<file path="src/rtl/ldq_issue_if.sv">
// Handshake and status bundle between the load queue / memory side and the
// LDQ issue controller. The controller uses the master modport.
interface ldq_issue_if #(
    parameter int LDQ_SIZE = 16,
    localparam int IDX_W = $clog2(LDQ_SIZE)
);
    logic                dispatch_valid;
    logic                dispatch_ready;
    logic [IDX_W-1:0]    alloc_index;

    logic [LDQ_SIZE-1:0] entry_valid;
    logic [LDQ_SIZE-1:0] entry_address_valid;
    logic [LDQ_SIZE-1:0] entry_executed;
    logic [LDQ_SIZE-1:0] entry_blocked;

    logic                mem_req_valid;
    logic                mem_req_ready;
    logic [IDX_W-1:0]    mem_req_index;
    logic                mem_resp_valid;

    logic                load_executed;
    logic [IDX_W-1:0]    load_executed_index;
    logic                load_succeeded;
    logic [IDX_W-1:0]    load_succeeded_index;

    logic                rob_commit_load;
    logic [IDX_W-1:0]    head_index;
    logic [IDX_W:0]      count;
    logic                flush;

    modport master (
        input  dispatch_valid, entry_valid, entry_address_valid, entry_executed,
               entry_blocked, mem_req_ready, mem_resp_valid, rob_commit_load, flush,
        output dispatch_ready, alloc_index, mem_req_valid, mem_req_index,
               load_executed, load_executed_index, load_succeeded,
               load_succeeded_index, head_index, count
    );

    modport slave (
        output dispatch_valid, entry_valid, entry_address_valid, entry_executed,
               entry_blocked, mem_req_ready, mem_resp_valid, rob_commit_load, flush,
        input  dispatch_ready, alloc_index, mem_req_valid, mem_req_index,
               load_executed, load_executed_index, load_succeeded,
               load_succeeded_index, head_index, count
    );
endinterface

</file>
<file path="src/rtl/ldq_issue_controller.sv">
// Load queue sequencer: head/tail/count bookkeeping, oldest-ready load
// selection and a single-outstanding request/response issue FSM.
module ldq_issue_controller #(
    parameter int LDQ_SIZE = 16,
    localparam int IDX_W = $clog2(LDQ_SIZE)
) (
    input  logic          clk,
    input  logic          reset,
    ldq_issue_if.master   bus
);

    localparam logic [1:0] IDLE  = 2'd0;
    localparam logic [1:0] REQ   = 2'd1;
    localparam logic [1:0] WAIT  = 2'd2;
    localparam logic [1:0] DRAIN = 2'd3;

    logic [IDX_W:0]      head_q, tail_q, count_q, head_d;
    logic                full, empty, alloc, commit;
    logic [LDQ_SIZE-1:0] cand;
    logic                sel_found;
    logic [IDX_W-1:0]    sel_index, probe;
    logic [1:0]          state_q, state_d;
    logic [IDX_W-1:0]    idx_q, idx_d;
    logic                req_valid, executed_pulse, succeeded_pulse;

    assign full   = (count_q == (IDX_W+1)'(LDQ_SIZE));
    assign empty  = (count_q == '0);
    assign alloc  = bus.dispatch_valid && !full;
    assign commit = bus.rob_commit_load && !empty;
    assign head_d = head_q + {{IDX_W{1'b0}}, commit};

    // Pointers carry a wrap bit; a flush retires the same-cycle commit first
    // and then collapses the queue onto the new head.
    always_ff @(posedge clk or posedge reset) begin
        if (reset) begin
            head_q  <= '0;
            tail_q  <= '0;
            count_q <= '0;
        end else begin
            // NOTE: non-blocking so every register samples pre-edge values.
            head_q <= head_d;
            if (bus.flush) begin
                tail_q  <= head_d;
                count_q <= '0;
            end else begin
                if (alloc) tail_q <= tail_q + 1'b1;
                case ({alloc, commit})
                    2'b10:   count_q <= count_q + 1'b1;
                    2'b01:   count_q <= count_q - 1'b1;
                    default: count_q <= count_q;
                endcase
            end
        end
    end

    assign cand = bus.entry_valid & bus.entry_address_valid
                & ~bus.entry_executed & ~bus.entry_blocked;

    // Oldest-first scan starting at head; the index adder wraps modulo LDQ_SIZE.
    always_comb begin
        // NOTE: defaults first so no path through the block infers a latch.
        sel_found = 1'b0;
        sel_index = '0;
        probe     = '0;
        for (int i = 0; i < LDQ_SIZE; i++) begin
            probe = head_q[IDX_W-1:0] + IDX_W'(i);
            if (!sel_found && cand[probe]) begin
                sel_found = 1'b1;
                sel_index = probe;
            end
        end
    end

    always_comb begin
        state_d         = state_q;
        idx_d           = idx_q;
        req_valid       = 1'b0;
        executed_pulse  = 1'b0;
        succeeded_pulse = 1'b0;
        case (state_q)
            IDLE: begin
                if (!bus.flush && sel_found) begin
                    state_d = REQ;
                    idx_d   = sel_index;
                end
            end
            REQ: begin
                req_valid = 1'b1;
                if (bus.mem_req_ready) begin
                    executed_pulse = !bus.flush;
                    state_d        = bus.flush ? DRAIN : WAIT;
                end else if (bus.flush) begin
                    state_d = IDLE;
                end
            end
            WAIT: begin
                if (bus.mem_resp_valid) begin
                    succeeded_pulse = !bus.flush;
                    state_d         = IDLE;
                end else if (bus.flush) begin
                    state_d = DRAIN;
                end
            end
            // A flushed request still owes the memory port its response.
            DRAIN: begin
                if (bus.mem_resp_valid) state_d = IDLE;
            end
            default: state_d = IDLE;
        endcase
    end

    always_ff @(posedge clk or posedge reset) begin
        if (reset) begin
            state_q <= IDLE;
            idx_q   <= '0;
        end else begin
            state_q <= state_d;
            idx_q   <= idx_d;
        end
    end

    assign bus.dispatch_ready       = !full;
    assign bus.alloc_index          = tail_q[IDX_W-1:0];
    assign bus.head_index           = head_q[IDX_W-1:0];
    assign bus.count                = count_q;
    assign bus.mem_req_valid        = req_valid;
    assign bus.mem_req_index        = idx_q;
    assign bus.load_executed        = executed_pulse;
    assign bus.load_executed_index  = idx_q;
    assign bus.load_succeeded       = succeeded_pulse;
    assign bus.load_succeeded_index = idx_q;

endmodule

</file>
<file path="src/flat_wrapper.sv">
// flat-port wrapper written by rule: the top's interface ports become plain ports
module ldq_issue_controller_flat 
#(
    parameter int LDQ_SIZE = 16,
    localparam int IDX_W = $clog2(LDQ_SIZE)
)
  (clk, reset, bus_dispatch_valid, bus_entry_valid, bus_entry_address_valid, bus_entry_executed, bus_entry_blocked, bus_mem_req_ready, bus_mem_resp_valid, bus_rob_commit_load, bus_flush, bus_dispatch_ready, bus_alloc_index, bus_mem_req_valid, bus_mem_req_index, bus_load_executed, bus_load_executed_index, bus_load_succeeded, bus_load_succeeded_index, bus_head_index, bus_count);
  ldq_issue_if #(.LDQ_SIZE(LDQ_SIZE)) bus_i ();
  input  logic clk;
  input  logic reset;
  input wire logic [$bits(bus_i.dispatch_valid)-1:0] bus_dispatch_valid;
  input wire logic [$bits(bus_i.entry_valid)-1:0] bus_entry_valid;
  input wire logic [$bits(bus_i.entry_address_valid)-1:0] bus_entry_address_valid;
  input wire logic [$bits(bus_i.entry_executed)-1:0] bus_entry_executed;
  input wire logic [$bits(bus_i.entry_blocked)-1:0] bus_entry_blocked;
  input wire logic [$bits(bus_i.mem_req_ready)-1:0] bus_mem_req_ready;
  input wire logic [$bits(bus_i.mem_resp_valid)-1:0] bus_mem_resp_valid;
  input wire logic [$bits(bus_i.rob_commit_load)-1:0] bus_rob_commit_load;
  input wire logic [$bits(bus_i.flush)-1:0] bus_flush;
  output wire logic [$bits(bus_i.dispatch_ready)-1:0] bus_dispatch_ready;
  output wire logic [$bits(bus_i.alloc_index)-1:0] bus_alloc_index;
  output wire logic [$bits(bus_i.mem_req_valid)-1:0] bus_mem_req_valid;
  output wire logic [$bits(bus_i.mem_req_index)-1:0] bus_mem_req_index;
  output wire logic [$bits(bus_i.load_executed)-1:0] bus_load_executed;
  output wire logic [$bits(bus_i.load_executed_index)-1:0] bus_load_executed_index;
  output wire logic [$bits(bus_i.load_succeeded)-1:0] bus_load_succeeded;
  output wire logic [$bits(bus_i.load_succeeded_index)-1:0] bus_load_succeeded_index;
  output wire logic [$bits(bus_i.head_index)-1:0] bus_head_index;
  output wire logic [$bits(bus_i.count)-1:0] bus_count;
  assign bus_i.dispatch_valid = bus_dispatch_valid;
  assign bus_i.entry_valid = bus_entry_valid;
  assign bus_i.entry_address_valid = bus_entry_address_valid;
  assign bus_i.entry_executed = bus_entry_executed;
  assign bus_i.entry_blocked = bus_entry_blocked;
  assign bus_i.mem_req_ready = bus_mem_req_ready;
  assign bus_i.mem_resp_valid = bus_mem_resp_valid;
  assign bus_i.rob_commit_load = bus_rob_commit_load;
  assign bus_i.flush = bus_flush;
  assign bus_dispatch_ready = bus_i.dispatch_ready;
  assign bus_alloc_index = bus_i.alloc_index;
  assign bus_mem_req_valid = bus_i.mem_req_valid;
  assign bus_mem_req_index = bus_i.mem_req_index;
  assign bus_load_executed = bus_i.load_executed;
  assign bus_load_executed_index = bus_i.load_executed_index;
  assign bus_load_succeeded = bus_i.load_succeeded;
  assign bus_load_succeeded_index = bus_i.load_succeeded_index;
  assign bus_head_index = bus_i.head_index;
  assign bus_count = bus_i.count;
  ldq_issue_controller #(.LDQ_SIZE(LDQ_SIZE)) u_core (.clk(clk), .reset(reset), .bus(bus_i));
endmodule
</file>
<file path="config.mk">
export PLATFORM = sky130hd
export DESIGN_NAME = ldq_issue_controller_flat
export DESIGN_NICKNAME = d
export VERILOG_FILES = /design/src/rtl/ldq_issue_if.sv /design/src/rtl/ldq_issue_controller.sv /design/src/flat_wrapper.sv
export SDC_FILE = /design/constraint.sdc
export NUM_CORES = 1
export LEC_CHECK = 0
export ABC_AREA = 1
export BUFFER_PORTS_ARGS = -buffer_cell sky130_fd_sc_hd__buf_2
export CAP_MARGIN = 20
export CORE_ASPECT_RATIO = 0.8
export CORE_MARGIN = 1.5
export CORE_UTILIZATION = 35
export DETAILED_ROUTE_END_ITERATION = 10
export MAX_ROUTING_LAYER = met4
export PLACE_DENSITY = 0.66
export REMOVE_ABC_BUFFERS = 1
export SYNTH_ARGS = -nofsm -noshare
export SYNTH_HDL_FRONTEND = slang
export SYNTH_SLANG_ARGS = --single-unit
</file>
<file path="constraint.sdc">
create_clock -name clk -period 4.3 [get_ports clk]
set_input_delay 0.645 -clock clk [delete_from_list [all_inputs] [get_ports clk]]
set_output_delay 0.645 -clock clk [all_outputs]
set_load 0.01 [all_outputs]
</file>
==> metrics.txt <==
# rows 30; layout net count 701; Initial Utilization 35.8%; GRT overflow 0; Syn Area/Cell 5.72 um^2; CTS tree done; first-pass GRT wire length 16300 um; TritonCTS Buffers 3; # hold bufs at CTS 0; post-CTS setup buffers 0; initial antenna violation count 0; Seq/Total Area, Yosys 15.8%; RD Place Congestion 0.953; Critical Path RT 4.45 ns; Setup crit end kind register; final slew viol count 0; CTS root buffer clkbuf_8; top-area cell type share of the netlist area 24.5%; final setup violation count 0; FILL cells 930; Worst Max-Slew Pin Slew 0.763 ns; post_cts resized 0; vias after detailed routing 3805; vias in the first global route 3402; Stages on worst setup path 17; worst path arrival time 3.96 ns; Reg2Reg Capture Point u_core.bus.load_executed_index[1]$_DFFE_PP0P_; R2R depth 17; post-route ant nets 0; share of cells above drive strength 1 20.8%; GRT Overall Usage 22.7%; clock period minus worst slack 3.82 ns; Clock Sinks 19; count of flip-flops with a built-in enable after synthesis 0; Post-Syn Area 3010 um^2; largest net degree at the start of global routing 26; reg2reg setup slack 0.48 ns; Initial DRC Count 490; Post-route DRC 0; Cell Chain, Critical Path inv_2, ha_1, inv_1, nand3_1, nand3_1, nand2_1, nand3_2, nor2_4, nand4_4, nor2_4, nand4_4, nor3_4, nand4_1, nor2_1, nor2_1, nand2_1, nand2_1; die height 85.9 um; critical path class reg2reg; CP dominant cell by count nand2_1; Fin. Hold Viols 0; IO buf count 99; Ports 100; Crit path largest cell delay 0.83 ns; Post-Route WL 9840 um; DIE AREA 9160 um^2; H-tree depth 1; dominant cell type by area after synthesis nand3_1; # diodes 0; core footprint 8410 um^2; cell count after synthesis 526; status completed; r2r startpoint u_core.head_q[2]$_DFF_PP0_; clock skew 0.00443 ns; clk buf depth 2; count leader, synth nand3_1; unrepaired setup endpoints after global routing false; Yosys warnings 0; drt wl/cell 13.5 um; Top delay family on crit path simple AND/OR/NAND/NOR gates; Area Growth Syn to Fin 20.1%; post-detail-place hpwl 8030 um; type of element launching the critical path register; clk_lat worst skew 0.25 ns; fmax 0.262 GHz; Synth Flop Type dfrtp_1; slowest stage cell on the critical path dfrtp_1; Total Neg Setup Slack 0 ns; asr flop ratio synth 100%; number of library cell types mapped by synthesis 38; most instantiated cells after synthesis nand3_1, nand2_1, nor2_1; Max-slew headroom 49.1%; Clock transition at path regs 0.07 ns; CP endpoint u_core.bus.load_executed_index[1]$_DFFE_PP0P_; Hold/Removal Path Class in2async; buffer and inverter count on the worst path 2; CP startpoint u_core.head_q[2]$_DFF_PP0_; max-cap violations 0; First-pass DRT Iterations 8; CP max FO 15; synth top area cells nand3_1, dfrtp_1, nand2_1, nor2_1, inv_1; post-DR vias/cell 5.23; fin crit share 88.8%; Chip Width 107 um; register bit total from synthesis 19
==> sequential cells by signal, summed over array words and instances, names as in the netlist <==
name	flops
u_core.tail_q	4
u_core.bus.load_executed_index	4
u_core.state_q	2
u_core.head_q	4
u_core.bus.count	5
==> metrics by stage <==
step | instances | worst slack (ns) | utilization [%] | cell area [um^2] | hold WS, ns
floorplan | 508 | 0.830 | - | 2900 | 0.498
global placement | 723 | 0.559 | 42.4 | 3570 | 0.505
detailed placement | 723 | 0.564 | 42.4 | 3570 | 0.518
CTS | 727 | 0.534 | 43.0 | 3610 | 0.533
global route | 727 | 0.117 | 43.0 | 3610 | 0.556
finish | 727 | 0.483 | 43.0 | 3610 | 0.518
==> layout make-up <==
cell class | instances | area [um^2] | area share, %
Timing Repair Buffer | 103 | 526 | 14.5
Clock inverter | 1 | 5.00 | 0.139
Sequential cell | 19 | 475 | 13.2
Tap cell | 112 | 140 | 3.88
Multi-Input combinational cell | 432 | 2210 | 61.2
Inverter | 57 | 214 | 5.92
Clock buffer | 3 | 41.3 | 1.14
==> metal layers <==
| metal | wire length (um) | track usage (%) | part of all wire [%] |
|---|---|---|---|
| met5 | 0 | - | 0 |
| met4 | 42 | 2.18 | 0.43 |
| met3 | 988 | 3.27 | 10 |
| met2 | 4250 | 34.3 | 43 |
| met1 | 4560 | 33.1 | 46 |
==> how the worst min path moves through the flow <==
stage,startpoint,to,slack (ns),depth (start not counted)
5_1_grt,u_core.bus.load_executed_index[1]$_DFFE_PP0P_,u_core.bus.load_executed_index[1]$_DFFE_PP0P_,0.56,2
3_5_place_dp,u_core.bus.load_executed_index[0]$_DFFE_PP0P_,u_core.bus.load_executed_index[0]$_DFFE_PP0P_,0.52,2
4_1_cts,u_core.bus.load_executed_index[0]$_DFFE_PP0P_,u_core.bus.load_executed_index[0]$_DFFE_PP0P_,0.53,2
6_report,reset,u_core.head_q[2]$_DFF_PP0_,0.52,2
3_3_place_gp,u_core.bus.load_executed_index[0]$_DFFE_PP0P_,u_core.bus.load_executed_index[0]$_DFFE_PP0P_,0.50,2
2_1_floorplan,u_core.state_q[0]$_DFFE_PP0P_,u_core.state_q[0]$_DFFE_PP0P_,0.50,2
==> logic make-up (layout without fill, tap and decap cells) <==
group / after synthesis / in the layout / share of synthesized area, %
adders and majority gates: 14 / 14 / 6.08
DFF: 19 / 19 / 15.8
buffers and inverters: 75 / 164 / 10.7
AOI/OAI and AO/OA: 34 / 34 / 6.24
and+or+nand+nor: 372 / 372 / 57.2
xor gates and xnor gates: 12 / 12 / 4.00
==> cell usage in the layout (no fill, tap or decap), drive strengths merged <==
cell type    n
xnor2        3
xor2         9
dfrtp       19
nand4       11
o21ai       15
a21boi       1
inv         56
clkinv       2
buf        103
nor2        84
nand3      149
ha          13
o22ai        1
o21a         1
fa           1
o31ai        1
clkbuf       3
nor4         1
a21oi       13
nand2      119
nor3         5
a31oi        1
nand3b       3
o311ai       1
Power is not shown: default switching activity piles up to over one toggle a cycle in this logic, so the estimate is an artifact.
